--- src/rtl/uart_tx_arbiter_if.sv ---
// Handshake bundle between byte-stream requesters, the arbiter and uart_tx.
// master = arbiter side, slave = requester/uart_tx side.
interface uart_tx_arbiter_if #(
   parameter int unsigned G_NUM_REQ   = 4,
   parameter int unsigned G_DATAWIDTH = 8
);
   localparam int unsigned IdW = (G_NUM_REQ > 1) ? $clog2(G_NUM_REQ) : 1;

   logic [G_NUM_REQ*G_DATAWIDTH-1:0] req_data;
   logic [G_NUM_REQ-1:0]             req_valid;
   logic [G_NUM_REQ-1:0]             req_last;
   logic [G_NUM_REQ-1:0]             req_ready;
   logic [G_DATAWIDTH-1:0]           uart_txdata;
   logic                             uart_txvalid;
   logic                             uart_txready;
   logic [G_NUM_REQ-1:0]             grant;
   logic [IdW-1:0]                   grant_id;
   logic                             busy;

   modport master (
      input  req_data, req_valid, req_last, uart_txready,
      output req_ready, uart_txdata, uart_txvalid, grant, grant_id, busy
   );

   modport slave (
      output req_data, req_valid, req_last, uart_txready,
      input  req_ready, uart_txdata, uart_txvalid, grant, grant_id, busy
   );
endinterface

--- src/rtl/uart_tx_arbiter.sv ---
// Round-robin arbiter sharing one uart_tx byte port between G_NUM_REQ requesters.
// A grant is held for a whole message, cut short by the burst cap when enabled.
module uart_tx_arbiter #(
   parameter int unsigned G_NUM_REQ   = 4,
   parameter int unsigned G_DATAWIDTH = 8,
   parameter int unsigned G_MAX_BURST = 16
) (
   input logic                i_clk,
   input logic                i_rst_n,
   uart_tx_arbiter_if.master  io_bus
);
   localparam int unsigned IdW = (G_NUM_REQ > 1) ? $clog2(G_NUM_REQ) : 1;

   typedef enum logic {StIdle, StXfer} state_t;

   state_t                r_state, w_state_d;
   logic [IdW-1:0]        r_ptr, w_ptr_d;
   logic [G_NUM_REQ-1:0]  r_grant, w_grant_d;
   logic [IdW-1:0]        r_grant_id, w_grant_id_d;
   logic                  r_busy, w_busy_d;
   logic [7:0]            r_count, w_count_d;

   logic                  w_sel_found;
   logic [IdW-1:0]        w_sel_id;
   logic                  w_owner_last;
   logic                  w_beat;
   logic [8:0]            w_cnt_inc;
   logic                  w_cap_hit;
   logic                  w_release;

   // First valid requester searching ptr+1, ptr+2, ... mod N.
   always_comb begin
      w_sel_found = 1'b0;
      w_sel_id    = '0;
      for (int unsigned k = 1; k <= G_NUM_REQ; k++) begin
         logic [IdW-1:0] v_idx;
         v_idx = IdW'((32'(r_ptr) + k) % G_NUM_REQ);
         if (!w_sel_found && io_bus.req_valid[v_idx]) begin
            w_sel_found = 1'b1;
            w_sel_id    = v_idx;
         end
      end
   end

   // Owner mux; r_grant is all zero when idle so every output falls to 0.
   always_comb begin
      io_bus.uart_txdata  = '0;
      io_bus.uart_txvalid = 1'b0;
      io_bus.req_ready    = '0;
      w_owner_last        = 1'b0;
      for (int unsigned i = 0; i < G_NUM_REQ; i++) begin
         if (r_grant[i]) begin
            io_bus.uart_txdata  = io_bus.req_data[i*G_DATAWIDTH +: G_DATAWIDTH];
            io_bus.uart_txvalid = io_bus.req_valid[i];
            io_bus.req_ready[i] = io_bus.uart_txready;
            w_owner_last        = io_bus.req_last[i];
         end
      end
   end

   assign w_beat    = io_bus.uart_txvalid & io_bus.uart_txready;
   assign w_cnt_inc = {1'b0, r_count} + 9'd1;
   assign w_cap_hit = (G_MAX_BURST != 0) && (w_cnt_inc == 9'(G_MAX_BURST));
   assign w_release = w_beat & (w_owner_last | w_cap_hit);

   always_comb begin
      w_state_d    = r_state;
      w_ptr_d      = r_ptr;
      w_grant_d    = r_grant;
      w_grant_id_d = r_grant_id;
      w_busy_d     = r_busy;
      w_count_d    = r_count;
      unique case (r_state)
         StIdle: begin
            if (w_sel_found) begin
               w_state_d    = StXfer;
               w_grant_d    = G_NUM_REQ'(1) << w_sel_id;
               w_grant_id_d = w_sel_id;
               w_busy_d     = 1'b1;
            end
         end
         StXfer: begin
            if (w_beat) begin
               w_count_d = w_cnt_inc[7:0];
            end
            if (w_release) begin
               w_state_d    = StIdle;
               w_ptr_d      = r_grant_id;
               w_count_d    = '0;
               w_grant_d    = '0;
               w_grant_id_d = '0;
               w_busy_d     = 1'b0;
            end
         end
         default: w_state_d = StIdle;
      endcase
   end

   always_ff @(posedge i_clk or negedge i_rst_n) begin
      if (!i_rst_n) begin
         r_state    <= StIdle;
         r_ptr      <= IdW'(G_NUM_REQ - 1);
         r_grant    <= '0;
         r_grant_id <= '0;
         r_busy     <= 1'b0;
         r_count    <= '0;
      end else begin
         r_state    <= w_state_d;
         r_ptr      <= w_ptr_d;
         r_grant    <= w_grant_d;
         r_grant_id <= w_grant_id_d;
         r_busy     <= w_busy_d;
         r_count    <= w_count_d;
      end
   end

   assign io_bus.grant    = r_grant;
   assign io_bus.grant_id = r_grant_id;
   assign io_bus.busy     = r_busy;
endmodule
--- src/flat_wrapper.sv ---
// flat-port wrapper written by rule: the top's interface ports become plain ports
module uart_tx_arbiter_flat 
#(
   parameter int unsigned G_NUM_REQ   = 4,
   parameter int unsigned G_DATAWIDTH = 8,
   parameter int unsigned G_MAX_BURST = 16
)
  (i_clk, i_rst_n, io_bus_req_data, io_bus_req_valid, io_bus_req_last, io_bus_uart_txready, io_bus_req_ready, io_bus_uart_txdata, io_bus_uart_txvalid, io_bus_grant, io_bus_grant_id, io_bus_busy);
  uart_tx_arbiter_if #(.G_NUM_REQ(G_NUM_REQ), .G_DATAWIDTH(G_DATAWIDTH)) io_bus_i ();
  input logic i_clk;
  input logic i_rst_n;
  input wire logic [$bits(io_bus_i.req_data)-1:0] io_bus_req_data;
  input wire logic [$bits(io_bus_i.req_valid)-1:0] io_bus_req_valid;
  input wire logic [$bits(io_bus_i.req_last)-1:0] io_bus_req_last;
  input wire logic [$bits(io_bus_i.uart_txready)-1:0] io_bus_uart_txready;
  output wire logic [$bits(io_bus_i.req_ready)-1:0] io_bus_req_ready;
  output wire logic [$bits(io_bus_i.uart_txdata)-1:0] io_bus_uart_txdata;
  output wire logic [$bits(io_bus_i.uart_txvalid)-1:0] io_bus_uart_txvalid;
  output wire logic [$bits(io_bus_i.grant)-1:0] io_bus_grant;
  output wire logic [$bits(io_bus_i.grant_id)-1:0] io_bus_grant_id;
  output wire logic [$bits(io_bus_i.busy)-1:0] io_bus_busy;
  assign io_bus_i.req_data = io_bus_req_data;
  assign io_bus_i.req_valid = io_bus_req_valid;
  assign io_bus_i.req_last = io_bus_req_last;
  assign io_bus_i.uart_txready = io_bus_uart_txready;
  assign io_bus_req_ready = io_bus_i.req_ready;
  assign io_bus_uart_txdata = io_bus_i.uart_txdata;
  assign io_bus_uart_txvalid = io_bus_i.uart_txvalid;
  assign io_bus_grant = io_bus_i.grant;
  assign io_bus_grant_id = io_bus_i.grant_id;
  assign io_bus_busy = io_bus_i.busy;
  uart_tx_arbiter #(.G_NUM_REQ(G_NUM_REQ), .G_DATAWIDTH(G_DATAWIDTH), .G_MAX_BURST(G_MAX_BURST)) u_core (.i_clk(i_clk), .i_rst_n(i_rst_n), .io_bus(io_bus_i));
endmodule
--- config.mk ---
export PLATFORM = sky130hd
export DESIGN_NAME = uart_tx_arbiter_flat
export DESIGN_NICKNAME = d
export VERILOG_FILES = /design/src/rtl/uart_tx_arbiter_if.sv /design/src/rtl/uart_tx_arbiter.sv /design/src/flat_wrapper.sv
export SDC_FILE = /design/constraint.sdc
export NUM_CORES = 1
export LEC_CHECK = 0
export ABC_CLOCK_PERIOD_IN_PS = 1900
export BUFFER_PORTS_ARGS = -buffer_cell sky130_fd_sc_hd__buf_4
export CAP_MARGIN = 20
export CORE_ASPECT_RATIO = 0.75
export CORE_MARGIN = 2
export CORE_UTILIZATION = 30
export DETAILED_ROUTE_END_ITERATION = 16
export GPL_ROUTABILITY_DRIVEN = 0
export RECOVER_POWER = 25
export SYNTH_ARGS = -nofsm -noshare
export SYNTH_HDL_FRONTEND = slang
export SYNTH_SLANG_ARGS = --single-unit
--- constraint.sdc ---
create_clock -name i_clk -period 1.9 [get_ports i_clk]
set_input_delay 0.38 -clock i_clk [delete_from_list [all_inputs] [get_ports i_clk]]
set_output_delay 0.38 -clock i_clk [all_outputs]
set_load 0.05 [all_outputs]
==> impl_metrics.ini, run 1 <==
[clock_tree]
insertion_delay_ns = 0.26
cts_buffer_depth = 2
cts.sinks = 18
cts_buffers = 3
cts.clk_slew.worst_paths_ns = 0.08
cts_tree = built
cts_max_level = 1
root_buffer = clkbuf_8

[placement]
dp_slack_ns = -0.04403
place_hpwl_um = 3850
port_buffers = 62
dp_cells = 351

[synthesis]
yosysSeqAreaShare_pct = 28.04
synth_top_area_share_pct = 24.79
ys_warn_count = 0
synth_area_um2 = 1615
synth-edff-count = 0
synth_cell_type_count = 56
async_flop_share_pct = 100.0
synthTopCellsByArea = dfrtp_1, nand2_1, a21oi_1
synth.most_common_cell = nand2_1
syn_nets = 248
netlist_top_cells_count = nand2_1, a21oi_1, dfrtp_1
syn_inst = 203
ys_seq_elements = 18
yosys.area.top_type = dfrtp_1
synth-main-ff-cell = dfrtp_1
syn_area_per_cell_um2 = 7.957

[setup_path]
cp-end-kind = output pin
r2r_slack_ns = 0.01
critPathKind = reg -> out
start_kind = register
required_ns = 1.52
critPathMaxFanout = 5
reg2regPathDepth = 6
crit_arrival_ns = 1.58

[sta]
final.min_clock_period_ns = 1.956
slew_headroom_pct = 29.90
fin_crit_sh_pct = 103.0
setup_violations = 1
holdWs_ns = 0.5367
skew_ns = 0.002726
finalHoldViolCount = 0
worst_slew_pin_slew_ns = 1.052
setup_ws_ns = -0.05648
final.setup.tns_ns = -0.05648
fmax_mhz = 511.1
rsz0062_at_grt = true
slew_viol_final = 0

[run]
max_cap_violations = 0

[power]
p_int_mw = 1.890
sw_frac_of_total_pct = 51.08
power_frac_clock_pct = 8.5
ir_drop_uv = 390.7
p_per_area_nw_per_um2 = 1488
leakage_nw = 1.116
power_mw = 3.863
seqPwrFrac_pct = 18.7
power.share.combinational_pct = 72.8
p_sw_mw = 1.973

[min_path]
hold_depth = 2
worstHoldPathType = reg -> reg

[routing]
first_pass_iters = 4
drcViolationCount = 0
drtIter0Drc = 94
ant_nets = 0
vias = 1859
drt-total-wl_um = 5307
vias_per_cell = 5.121
wl_per_cell_um = 14.62

[die]
die_h_um = 67.55
fp-row-count = 23
fp.dieArea_um2 = 5993
core_region_area_um2 = 5266
die_w_um = 88.73
initial_utilization_pct = 30.67
ioPinCount = 63

[grt]
grt_max_degree = 19
grt_antenna_before_repair = 0
grtUsageTotal_pct = 16.99
grt-ovfl-total = 0
first_global_vias = 1595
grt_pass1_wl_um = 7983

[final_layout]
num-fill-cells = 497
drive_gt1_share_pct = 48.61
diodes = 0
fin_cells = 363
synthToLayoutAreaGrowth_pct = 60.73
nets = 334

[run_status]
outcome = complete, but fails checks
violations = negative setup slack
[worst max-delay path, cell delays in order, from the launching register on]
cell,delay [ns]
dfrtp_2,0.45
nand3b_1,0.21
a211oi_4,0.35
buf_6,0.17
buf_8,0.14
[cells in the final DEF, fill, tap and decap left out, drive strengths merged, types with 2 or more instances in the layout]
cell / Yosys / routed
dfrtp: 16 / 16
o21ai: 18 / 18
or2: 2 / 2
nor3b: 2 / 2
and3: 3 / 3
nor2: 14 / 14
nand3b: 3 / 3
nand3: 6 / 6
a211oi: 4 / 4
nor2b: 6 / 6
inv: 7 / 7
a21oi: 18 / 18
a2bb2oi: 3 / 3
nand2: 27 / 27
buf: 7 / 92
nand4: 5 / 5
and2: 7 / 7
clkbuf: 6 / 5
dfstp: 2 / 2
nand2b: 2 / 2
a22oi: 8 / 8
ha: 2 / 2
and4: 2 / 2
a22o: 3 / 3
o21a: 3 / 3
o211ai: 5 / 5
[power groups by stage]
stage / clock [mW] / sequential (mW) / combinational [mW]
6_report: 0.327 / 0.723 / 2.81
3_3_place_gp: 0 / 0.707 / 2.53
5_1_grt: 0.352 / 0.746 / 3.04
4_1_cts: 0.337 / 0.711 / 2.65
3_5_place_dp: 0 / 0.707 / 2.54
2_1_floorplan: 0 / 0.920 / 1.56
[cell families after synthesis]
kind of cell / synth area share, %
xor gates and xnor gates: 1.085
buffers and inverters: 5.887
and+or+nand+nor: 26.57
adders and majority gates: 1.549
muxes: 0.6197
DFF: 28.04
AOI/OAI and AO/OA: 36.25
[state kept, by name, indices dropped and copies added, names as in the netlist]
signal,count
u_core.io_bus.grant_id,2
u_core.r_ptr,2
u_core.r_count,8
u_core.io_bus.busy,1
u_core.io_bus.grant,4
u_core.r_state,1
[through the flow]
| step | instance area [µm²] | utilization, % |
|---|---|---|
| after floorplan | 1688 | - |
| after global placement | 2351 | 44.64 |
| after detailed placement | 2351 | 44.64 |
| after CTS | 2477 | 47.04 |
| after global routing | 2596 | 49.30 |
| final | 2596 | 49.30 |
[layer usage]
layer | global-route usage (%) | vias up | share of wire (%) | wire length, µm
li1 | - | 926 | - | -
met1 | 25.44 | 891 | 49 | 2575
met2 | 25.75 | 40 | 47 | 2516
met3 | 2.934 | 2 | 3.4 | 179
met4 | 2.841 | 0 | 0.68 | 36
met5 | 0 | - | 0 | 0
[worst paths after layout]
path                                        start                     end
hold / removal                    u_core.r_ptr[0]         u_core.r_ptr[0]
setup reg to reg           u_core.io_bus.grant[1]       u_core.r_count[3]
min in group asynchronous                 i_rst_n  u_core.io_bus.grant[1]
setup / recovery           u_core.io_bus.grant[1]     io_bus_uart_txvalid
max in group asynchronous                 i_rst_n  u_core.io_bus.grant[3]
hold reg to reg                   u_core.r_ptr[0]         u_core.r_ptr[0]
[area by class of cell]
cell class | count | area (µm²) | share of cell area (%)
Timing Repair Buffer | 94 | 762.0 | 29.35
Sequential cell | 18 | 457.9 | 17.64
Tap cell | 75 | 93.84 | 3.614
Multi-Input combinational cell | 165 | 1201 | 46.26
Inverter | 7 | 26.28 | 1.012
Clock buffer | 4 | 55.05 | 2.120
[timing repair]
action,CTS,global route
resized for setup,15,20
pin swaps,2,10
hold buffers,1,0
buffers inserted,1,5
endpoints found under the setup margin,17,25
hold endpoints to repair,16,0
gates cloned,0,1
(Power assumes the default switching activity.)
==> inputs of run 2 (changes only) <==
--- a/config.mk
+++ b/config.mk
@@ -13,6 +13,7 @@
 export CORE_UTILIZATION = 30
 export DETAILED_ROUTE_END_ITERATION = 16
 export GPL_ROUTABILITY_DRIVEN = 0
+export PLACE_DENSITY = 0.59
 export RECOVER_POWER = 25
 export SYNTH_ARGS = -nofsm -noshare
 export SYNTH_HDL_FRONTEND = slang
==> impl_metrics.ini, run 2 (same netlist as run 1, synthesis figures left out) <==
[run_status]
outcome = complete, but fails checks
violations = negative setup slack

[die]
core_region_area_um2 = 5266
fp.dieArea_um2 = 5993
ioPinCount = 63
die_w_um = 88.73
die_h_um = 67.55
fp-row-count = 23
initial_utilization_pct = 30.67

[sta]
slew_headroom_pct = 30.62
finalHoldViolCount = 0
setup_violations = 12
fin_crit_sh_pct = 104.0
final.min_clock_period_ns = 1.976
slew_viol_final = 0
skew_ns = 0.007426
worst_slew_pin_slew_ns = 1.041
setup_ws_ns = -0.07606
fmax_mhz = 506.1
rsz0062_at_grt = true

[power]
power.share.combinational_pct = 73.6
sw_frac_of_total_pct = 51.35
leakage_nw = 1.114
ir_drop_uv = 632.3
power_frac_clock_pct = 7.2
seqPwrFrac_pct = 19.3
p_sw_mw = 1.966
p_int_mw = 1.863
p_per_area_nw_per_um2 = 1470

[routing]
drcViolationCount = 0
first_pass_iters = 4
ant_nets = 0
wl_per_cell_um = 14.23
vias = 1851
vias_per_cell = 5.113
drtIter0Drc = 75
drt-total-wl_um = 5151

[setup_path]
cp-end-kind = output pin
start_kind = register
critPathMaxFanout = 7
required_ns = 1.52
r2r_slack_ns = -0.06
critPathKind = reg -> out
crit_arrival_ns = 1.60

[final_layout]
largest_reg_flops = 8
synthToLayoutAreaGrowth_pct = 61.27
diodes = 0
drive_gt1_share_pct = 48.78
nets = 334
fin_area_um2 = 2605
final_cell_mix = buf_4, nand2_1, a21oi_1, buf_6
utilization_pct = 49.47
final_common_cell = buf_4
top_register = u_core.r_count

[grt]
grt-ovfl-total = 0
grtUsageTotal_pct = 17.65
grt_antenna_before_repair = 0
grt_max_degree = 21
first_global_vias = 1666
grt_pass1_wl_um = 8300

[clock_tree]
cts.sinks = 18
cts.clk_slew.worst_paths_ns = 0.07
cts_buffers = 3
cts_buffer_depth = 2
cts_max_level = 1
root_buffer = clkbuf_8
cts_tree = built
insertion_delay_ns = 0.26

[min_path]
worstHoldPathType = reg -> reg

[run]
max_cap_violations = 0

[placement]
placed_cell_area_um2 = 2366
place_hpwl_um = 3869
dp_slack_ns = -0.01016
port_buffers = 62
[run 2: cell types whose count changed in the layout (fill, tap and decap cells not counted), sizes merged]
| cell | before | now |
|---|---|---|
| clkbuf | 5 | 4 |
[run 2: timing repair]
action | 4_1_cts | 5_1_grt
cloned | 0 | 0
hold endpoints to repair | 11 | 0
buffers inserted | 2 | 3
setup endpoints to repair | 15 | 27
pin swaps | 3 | 13
resized for setup | 16 | 21
hold buffers | 1 | 0
[run 2: metrics by stage]
stage	total power [mW]	instances	hold WS, ns	setup TNS, ns
after floorplan	2.476	203	0.08441	-5.563
after global placement	3.238	353	0.2682	-0.02302
after detailed placement	3.247	353	0.2727	-0.01016
after CTS	3.677	359	0.5196	-0.06663
after global routing	4.090	362	0.5541	-1.457
final	3.829	362	0.5350	-0.4072
[run 2: critical path, cell delays in order (launching register included)]
cell and delay [ns]:
dfrtp_2 0.47, nand3b_1 0.22, a211oi_4 0.35, buf_6 0.16, buf_8 0.13
[run 2: power groups by stage]
stage / clock [mW] / combinational, mW / sequential (mW)
finish: 0.274 / 2.82 / 0.738
global route: 0.293 / 3.03 / 0.765
CTS: 0.284 / 2.68 / 0.717
detailed placement: 0 / 2.54 / 0.710
global placement: 0 / 2.53 / 0.707
floorplan: 0 / 1.56 / 0.920
[run 2: layout make-up]
class	count	area [µm²]
clock buffer	3	41.29
fill	518	2661
inverter	7	26.28
multi-input combinational	165	1217
sequential	18	457.9
tap	75	93.84
timing repair buffer	94	768.2
[run 2: path summary, 6_finish.rpt]
path / startpoint / endpoint / depth (start not counted)
min: u_core.r_ptr[0] / u_core.r_ptr[0] / 2
max: u_core.io_bus.grant[1] / io_bus_uart_txvalid / 4
min in group asynchronous: i_rst_n / u_core.r_count[2] / 2
min reg2reg: u_core.r_ptr[0] / u_core.r_ptr[0] / 2
max in group asynchronous: i_rst_n / u_core.io_bus.grant[3] / 2
max reg2reg: u_core.io_bus.grant[1] / u_core.r_count[3] / 6
[run 2: per-layer routing]
metal,GRT usage (%),up-vias,wire length (µm)
li1,-,925,-
met3,4.034,5,275
met1,26.61,871,2524
met4,3.977,0,51
met5,0,-,0
met2,25.28,50,2300
